--- src/rtl/fetch_pkg.sv ---
// Shared fetch-stage types, defaults and width helpers.
// BTB layout helpers are used by fetch_btb (FETCH_PC_BTB_EN builds).
package fetch_pkg;

  localparam int          XLEN_D         = 32;
  localparam int          INSTR_BYTES_D  = 4;
  localparam int          BTB_ENTRIES_D  = 16;
  localparam logic [31:0] RESET_VECTOR_D = 32'h0000_0000;

  function automatic int off_w(input int bytes);
    return $clog2(bytes);
  endfunction

  function automatic int idx_w(input int entries);
    return $clog2(entries);
  endfunction

  function automatic int tag_w(
    input int xlen,
    input int bytes,
    input int entries
  );
    return xlen - $clog2(bytes) - $clog2(entries);
  endfunction

  localparam int TAG_W_D = XLEN_D - 2 - 4;

  typedef struct packed {
    logic               valid;
    logic [TAG_W_D-1:0] tag;
    logic [XLEN_D-1:0]  target;
  } btb_entry_t;

endpackage

--- src/rtl/fetch_btb.sv ---
// Direct-mapped branch target buffer: combinational lookup,
// clocked update, valid bits cleared by reset.
module fetch_btb
  import fetch_pkg::*;
#(
  parameter int XLEN        = XLEN_D,
  parameter int INSTR_BYTES = INSTR_BYTES_D,
  parameter int BTB_ENTRIES = BTB_ENTRIES_D
) (
  input  logic            clk,
  input  logic            rst,
  input  logic [XLEN-1:0] lookup_pc,
  output logic            hit,
  output logic [XLEN-1:0] target,
  input  logic            upd_valid,
  input  logic [XLEN-1:0] upd_pc,
  input  logic [XLEN-1:0] upd_target,
  input  logic            upd_taken
);

  localparam int OFF = off_w(INSTR_BYTES);
  localparam int IDX = idx_w(BTB_ENTRIES);
  localparam int TW  = tag_w(XLEN, INSTR_BYTES, BTB_ENTRIES);

  logic [BTB_ENTRIES-1:0] vld;
  logic [TW-1:0]          tags [BTB_ENTRIES];
  logic [XLEN-1:0]        tgts [BTB_ENTRIES];

  logic [IDX-1:0] l_idx;
  logic [IDX-1:0] u_idx;
  logic [TW-1:0]  l_tag;
  logic [TW-1:0]  u_tag;
  logic           unused_lo;

  assign l_idx = lookup_pc[OFF+IDX-1:OFF];
  assign l_tag = lookup_pc[XLEN-1:OFF+IDX];
  assign u_idx = upd_pc[OFF+IDX-1:OFF];
  assign u_tag = upd_pc[XLEN-1:OFF+IDX];

  assign unused_lo = ^{lookup_pc[OFF-1:0], upd_pc[OFF-1:0]};

  assign hit    = vld[l_idx] && (tags[l_idx] == l_tag);
  assign target = tgts[l_idx];

  always_ff @(posedge clk or negedge rst) begin
    if (!rst) begin
      vld <= '0;
    end else if (upd_valid) begin
      if (upd_taken) begin
        vld[u_idx] <= 1'b1;
      end else if (tags[u_idx] == u_tag) begin
        vld[u_idx] <= 1'b0;
      end
    end
  end

  // Payload needs no reset; it is qualified by vld.
  always_ff @(posedge clk) begin
    if (upd_valid && upd_taken) begin
      tags[u_idx] <= u_tag;
      tgts[u_idx] <= upd_target;
    end
  end

endmodule

--- src/rtl/fetch_pc_unit.sv ---
// Fetch PC register and next-PC select (trap > redirect > stall > BTB > seq).
// Optional BTB enabled by defining FETCH_PC_BTB_EN.
module fetch_pc_unit
  import fetch_pkg::*;
#(
  parameter int              XLEN         = XLEN_D,
  parameter logic [XLEN-1:0] RESET_VECTOR = XLEN'(RESET_VECTOR_D),
  parameter int              INSTR_BYTES  = INSTR_BYTES_D,
  parameter int              BTB_ENTRIES  = BTB_ENTRIES_D
) (
  input  logic            clk,
  input  logic            rst,
  input  logic            stall_i,
  input  logic            redirect_i,
  input  logic [XLEN-1:0] redirect_pc_i,
  input  logic            trap_i,
  input  logic [XLEN-1:0] trap_pc_i,
  input  logic            upd_valid_i,
  input  logic [XLEN-1:0] upd_pc_i,
  input  logic [XLEN-1:0] upd_target_i,
  input  logic            upd_taken_i,
  output logic [XLEN-1:0] pc_o,
  output logic [XLEN-1:0] pc_plus_o,
  output logic            pc_valid_o,
  output logic            pred_taken_o,
  output logic            misalign_o
);

  localparam logic [XLEN-1:0] LOW_MASK = XLEN'(INSTR_BYTES - 1);

  logic [XLEN-1:0] pc_q;
  logic [XLEN-1:0] pc_d;
  logic [XLEN-1:0] tgt_raw;
  logic [XLEN-1:0] pred_target;
  logic            valid_q;
  logic            mis_q;
  logic            mis_d;
  logic            pred_hit;

  assign pc_plus_o = pc_q + XLEN'(INSTR_BYTES);
  assign tgt_raw   = trap_i ? trap_pc_i : redirect_pc_i;

`ifdef FETCH_PC_BTB_EN
  fetch_btb #(
    .XLEN        (XLEN),
    .INSTR_BYTES (INSTR_BYTES),
    .BTB_ENTRIES (BTB_ENTRIES)
  ) u_btb (
    .clk        (clk),
    .rst        (rst),
    .lookup_pc  (pc_q),
    .hit        (pred_hit),
    .target     (pred_target),
    .upd_valid  (upd_valid_i),
    .upd_pc     (upd_pc_i),
    .upd_target (upd_target_i),
    .upd_taken  (upd_taken_i)
  );
`else
  logic unused_btb;

  assign pred_hit    = 1'b0;
  assign pred_target = '0;
  assign unused_btb  = ^{upd_valid_i, upd_pc_i,
                         upd_target_i, upd_taken_i,
                         32'(BTB_ENTRIES)};
`endif

  // The first edge after reset only raises valid (one bubble).
  always_comb begin
    pc_d  = pc_q;
    mis_d = 1'b0;
    if (!valid_q) begin
      pc_d = pc_q;
    end else if (trap_i || redirect_i) begin
      pc_d  = tgt_raw & ~LOW_MASK;
      mis_d = |(tgt_raw & LOW_MASK);
    end else if (stall_i) begin
      mis_d = mis_q;
    end else if (pred_hit) begin
      pc_d = pred_target;
    end else begin
      pc_d = pc_plus_o;
    end
  end

  always_ff @(posedge clk or negedge rst) begin
    if (!rst) begin
      pc_q    <= RESET_VECTOR;
      valid_q <= 1'b0;
      mis_q   <= 1'b0;
    end else begin
      pc_q    <= pc_d;
      valid_q <= 1'b1;
      mis_q   <= mis_d;
    end
  end

  assign pc_o         = pc_q;
  assign pc_valid_o   = valid_q;
  assign misalign_o   = mis_q;
  assign pred_taken_o = pred_hit;

endmodule

--- config.mk ---
export PLATFORM = sky130hd
export DESIGN_NAME = fetch_pc_unit
export DESIGN_NICKNAME = d
export VERILOG_FILES = /design/src/rtl/fetch_pkg.sv /design/src/rtl/fetch_btb.sv /design/src/rtl/fetch_pc_unit.sv
export SDC_FILE = /design/constraint.sdc
export NUM_CORES = 1
export LEC_CHECK = 0
export BUFFER_PORTS_ARGS = -buffer_cell sky130_fd_sc_hd__buf_2
export CAP_MARGIN = 20
export CELL_PAD_IN_SITES_DETAIL_PLACEMENT = 1
export CELL_PAD_IN_SITES_GLOBAL_PLACEMENT = 1
export CORE_MARGIN = 4
export CORE_UTILIZATION = 26
export CTS_CLUSTER_SIZE = 10
export DETAILED_ROUTE_END_ITERATION = 10
export PLACE_DENSITY = 0.88
export SLEW_MARGIN = 30
export SYNTH_ARGS = -nofsm -noshare
export SYNTH_HDL_FRONTEND = slang
export SYNTH_SLANG_ARGS = --single-unit
--- constraint.sdc ---
create_clock -name clk -period 2.5 [get_ports clk]
set_input_delay 0.375 -clock clk [delete_from_list [all_inputs] [get_ports clk]]
set_output_delay 0.375 -clock clk [all_outputs]
set_load 0.01 [all_outputs]
# After elaboration in Yosys (flattened, before gate mapping)
# Cells that the tools add are included.
# word_totals
register_bits	34
input_bits	135
out_inout_bits	67
# classes
addsub	1
n_eq_ne	2
muxes	6
reduce_logical	3
# op_table
operator	count
32-bit 2-to-1 mux	3
32-bit by 3-bit adder with 32-bit output, second input constant	1
1-bit 2-to-1 mux	3
3-bit by 2-bit != test with 1-bit output, second input constant	1
2-bit by 1-bit != test with 1-bit output, second input constant	1
2-bit AND reduction	1
2-bit OR reduction	1
1-bit logical OR	1

# Longest topological paths before layout
# logic_depth
ltp_word	4
ltp_mapped	7

# Worst setup path before layout
# Ideal clock, no wire load.
# synth_path
path_type	reg-to-output
from	register pc_q[2], in the netlist pc_o[2]
to	output pc_plus_o[24]
t_arrival_ns	2.037
setup_slack_ns	0.088
stages_incl_launch_ff	7
path_buffers	1
cell_sequence	dfrtp_1 -> ha_1 -> nand3_1 -> or4_4 -> buf_6 -> or3_4 -> xnor2_1
# synth_via
elab_chain_cells	1
# synth_rtl
item	line_no	rtl
from (decl)	fetch_pc_unit.sv:31	logic [XLEN-1:0] pc_q;
from (signal assigned)	fetch_pc_unit.sv:93	pc_q <= pc_d;
32-bit by 3-bit adder with 32-bit output	fetch_pc_unit.sv:40	assign pc_plus_o = pc_q + XLEN'(INSTR_BYTES);
to (decl)	fetch_pc_unit.sv:23	output logic [XLEN-1:0] pc_plus_o,
# No other way between the ends.

# Worst setup path in the final report
# layout_path
from	register pc_q[3], in the netlist pc_o[3]
to	output pc_plus_o[24]
# Same word-level chain as after synthesis.

==> results.py <==
metrics = {
    "critical_path": {
        "crit_chain": "ha_4 > nand3_4 > or4_4 > or3_4 > xnor2_2 > buf_2",
        "path_buf_inv": 1,
        "startpoint_type": "flip-flop",
        "slowest_delay_ns": 0.54,
        "critical_path.top_delay_family": "simple AND/OR/NAND/NOR gates",
        "crit_slowest_cell": "or4_4",
        "worstPathRequired_ns": 2.12,
        "rr_startpoint": "pc_o[19]",
        "crit_start": "pc_o[3]",
        "crit_fanout": 3,
        "critPathArrivalTime_ns": 2.13,
        "crit_path_end_kind": "primary output",
        "worstSetupPathType": "reg2out",
    },
    "global_route": {
        "grt_usage_pct": 18.24,
        "gr-total-overflow": 0,
        "grt_start_max_net_pins": 33,
        "grt_pass1_wl_um": 16570,
        "grt_pass1_vias": 3203,
        "grt_antenna_before_repair": 1,
    },
    "placed_design": {
        "place.gp.congestion": 0.7758,
        "post-dp-hpwl_um": 7958,
        "dpl_cell_area_mm2": 0.003417,
        "port_buffers": 130,
        "dp.cells": 571,
    },
    "synthesis": {
        "synth_edf_count": 0,
        "yosysWarningCount": 0,
        "synth_area_leaders": "dfrtp_1 32%, o21ai_0 6.0%, xnor2_1 4.9%",
        "synthFlopType": "dfrtp_1",
        "yosysTopAreaCellShare_pct": 31.84,
        "post-synth-top-count-cell": "dfrtp_1",
        "synth_area_per_cell_um2": 8.139,
        "ys_ff_latch": 32,
        "synth_cell_types": 47,
        "netlist_area_mm2": 0.002515,
        "synth_area_leader_cell": "dfrtp_1",
        "ys_async_sr_fraction_pct": 100.0,
        "syn_inst": 309,
        "synth_common_cells": "32 x dfrtp_1, 30 x o21ai_0, 24 x nor2_1",
        "yosysSeqAreaShare_pct": 31.84,
    },
    "status": {
        "violations": "setup timing",
        "status": "complete, but fails checks",
    },
    "route": {
        "drc": 0,
        "drt_iter0_markers": 147,
        "routed_wl_um": 10470,
        "drtPass1Iterations": 5,
        "ant_nets": 0,
        "vias": 3066,
        "wire_per_inst_um": 17.81,
        "viasPerCell": 5.214,
    },
    "power": {
        "p_total_mw": 1.851,
        "ir_drop_uv": 185.3,
        "p_per_area_mw_per_mm2": 502.7,
        "p_leak_nw": 1.785,
    },
    "cts": {
        "htreeDepth": 2,
        "insertion_delay_ns": 0.28,
        "cts.sinks": 32,
        "cts_root_buf": "clkbuf_8",
        "cts_buffer_depth": 2,
        "cts_buffers": 5,
        "tritoncts": "yes",
        "clkSlewWorstSetupHoldPaths_ns": 0.07,
    },
    "final_layout": {
        "drive_gt1_share_pct": 42.70,
        "nFillCells": 1184,
        "final-seq-area_um2": 803.3,
        "syn2layout_area_growth_pct": 46.42,
        "multi_input_area_mm2": 0.001680,
        "nNetsFinal": 594,
        "antenna_cells": 0,
        "postLayoutCellArea_mm2": 0.003682,
        "stdcell_count": 588,
    },
    "timing": {
        "whs_ns": 0.1720,
        "drv_slew": 0,
        "fin_ws_ns": -0.004937,
        "fin_skew_ns": 0.004744,
        "rsz0062_at_grt": "yes",
        "fin_crit_ns": 2.505,
        "setup_viol": 1,
        "hold_viol": 0,
        "max_slew_margin_pct": 37.30,
        "fmax_mhz": 399.2,
        "fin_crit_sh_pct": 100.2,
        "worst_slew_pin_slew_ns": 0.9370,
    },
    "floorplanning": {
        "die_h_um": 106.4,
        "coreArea_mm2": 0.009328,
        "placementRows": 35,
        "io_pins": 202,
        "die_area_mm2": 0.01131,
        "die_x_um": 106.4,
        "start_util_pct": 26.96,
    },
    "min_path": {
        "hp-class": "in2async",
    },
    "job": {
        "cap_violations": 0,
    },
}
-- per-layer routing --
| metal | GRT usage [%] | part of all wire (%) | vias to the layer above |
|---|---|---|---|
| met2 | 33.39 | 51 | 115 |
| met1 | 21.84 | 42 | 1497 |
| met5 | 0 | 0 | - |
| met3 | 4.189 | 6.3 | 14 |
| met4 | 3.330 | 1.0 | 0 |
| li1 | - | - | 1440 |
-- cell usage in the layout, fill, tap and decap left out, drive strengths merged, types with 2 or more instances in the layout --
master / Yosys / final
a21oi: 21 / 21
a222oi: 7 / 7
a22o: 5 / 5
a22oi: 14 / 14
a31oi: 2 / 2
and2: 4 / 4
and3: 11 / 11
buf: 10 / 163
clkbuf: 15 / 8
conb: 2 / 6
dfrtp: 32 / 32
inv: 12 / 12
mux2i: 4 / 4
nand2: 18 / 18
nand3: 11 / 11
nand4: 8 / 8
nor2: 24 / 24
nor2b: 3 / 3
nor3: 4 / 4
nor4: 6 / 6
o211ai: 2 / 2
o21ai: 31 / 31
o22ai: 6 / 6
o2bb2ai: 6 / 6
o31a: 7 / 7
o31ai: 3 / 3
xnor2: 14 / 14
xor2: 14 / 14
-- flip-flops by register name, summed over array words and instances (netlist names) --
signal	cells
pc_o	30
misalign_o	1
pc_valid_o	1
-- kinds of logic after synthesis --
| kind of cell | share of synthesized area (%) |
|---|---|
| AND/OR/NAND/NOR | 20.05 |
| adder cells (fa/ha/maj) | 0.4974 |
| AO/OA/AOI/OAI | 29.25 |
| XOR/XNOR | 9.751 |
| flip-flops | 31.84 |
| other | 0.2986 |
| buffers and inverters | 6.716 |
| multiplexers | 1.592 |
-- worst paths after layout --
check                      cells past startpoint  slack (ns)       endpoint
hold / removal                                 1        0.17       pc_o[17]
setup / recovery                               6      -0.005  pc_plus_o[24]
min in group clk                               3        0.39       pc_o[17]
max in group asynchronous                      1        1.77        pc_o[8]
setup reg to reg                               6        0.32       pc_o[31]
hold reg to reg                                2        0.56     misalign_o
-- report_power, final --
group	internal [mW]	leakage [nW]	switching, mW	total [mW]
registers	0.591	0.391	0.115	0.706
clock network	0.225	0.0455	0.202	0.426
logic	0.324	1.35	0.394	0.718
-- stage by stage --
stage	utilization (%)	setup slack, ns	setup TNS, ns
4_1_cts	38.55	-0.05271	-0.09356
5_1_grt	39.48	-0.1201	-0.6400
6_report	39.48	-0.004937	-0.004937
2_1_floorplan	-	0.08792	0
3_3_place_gp	36.58	0.08179	0
3_5_place_dp	36.63	0.05524	0
-- layout make-up --
type | instances | share of cell area (%)
clock buffers | 8 | 2.446
inverters | 12 | 1.223
multi-input cells | 244 | 45.63
flip-flops and latches | 32 | 21.81
well taps | 129 | 4.383
repair buffers | 163 | 24.50
-- repair_timing --
item                       4_1_cts  5_1_grt
hold buffers                     0        0
pin swaps                        6        5
setup endpoints to repair        8       17
gates resized for setup         10       14
buffers inserted                 4        5
Note: power is estimated with default switching activity, not from simulation.
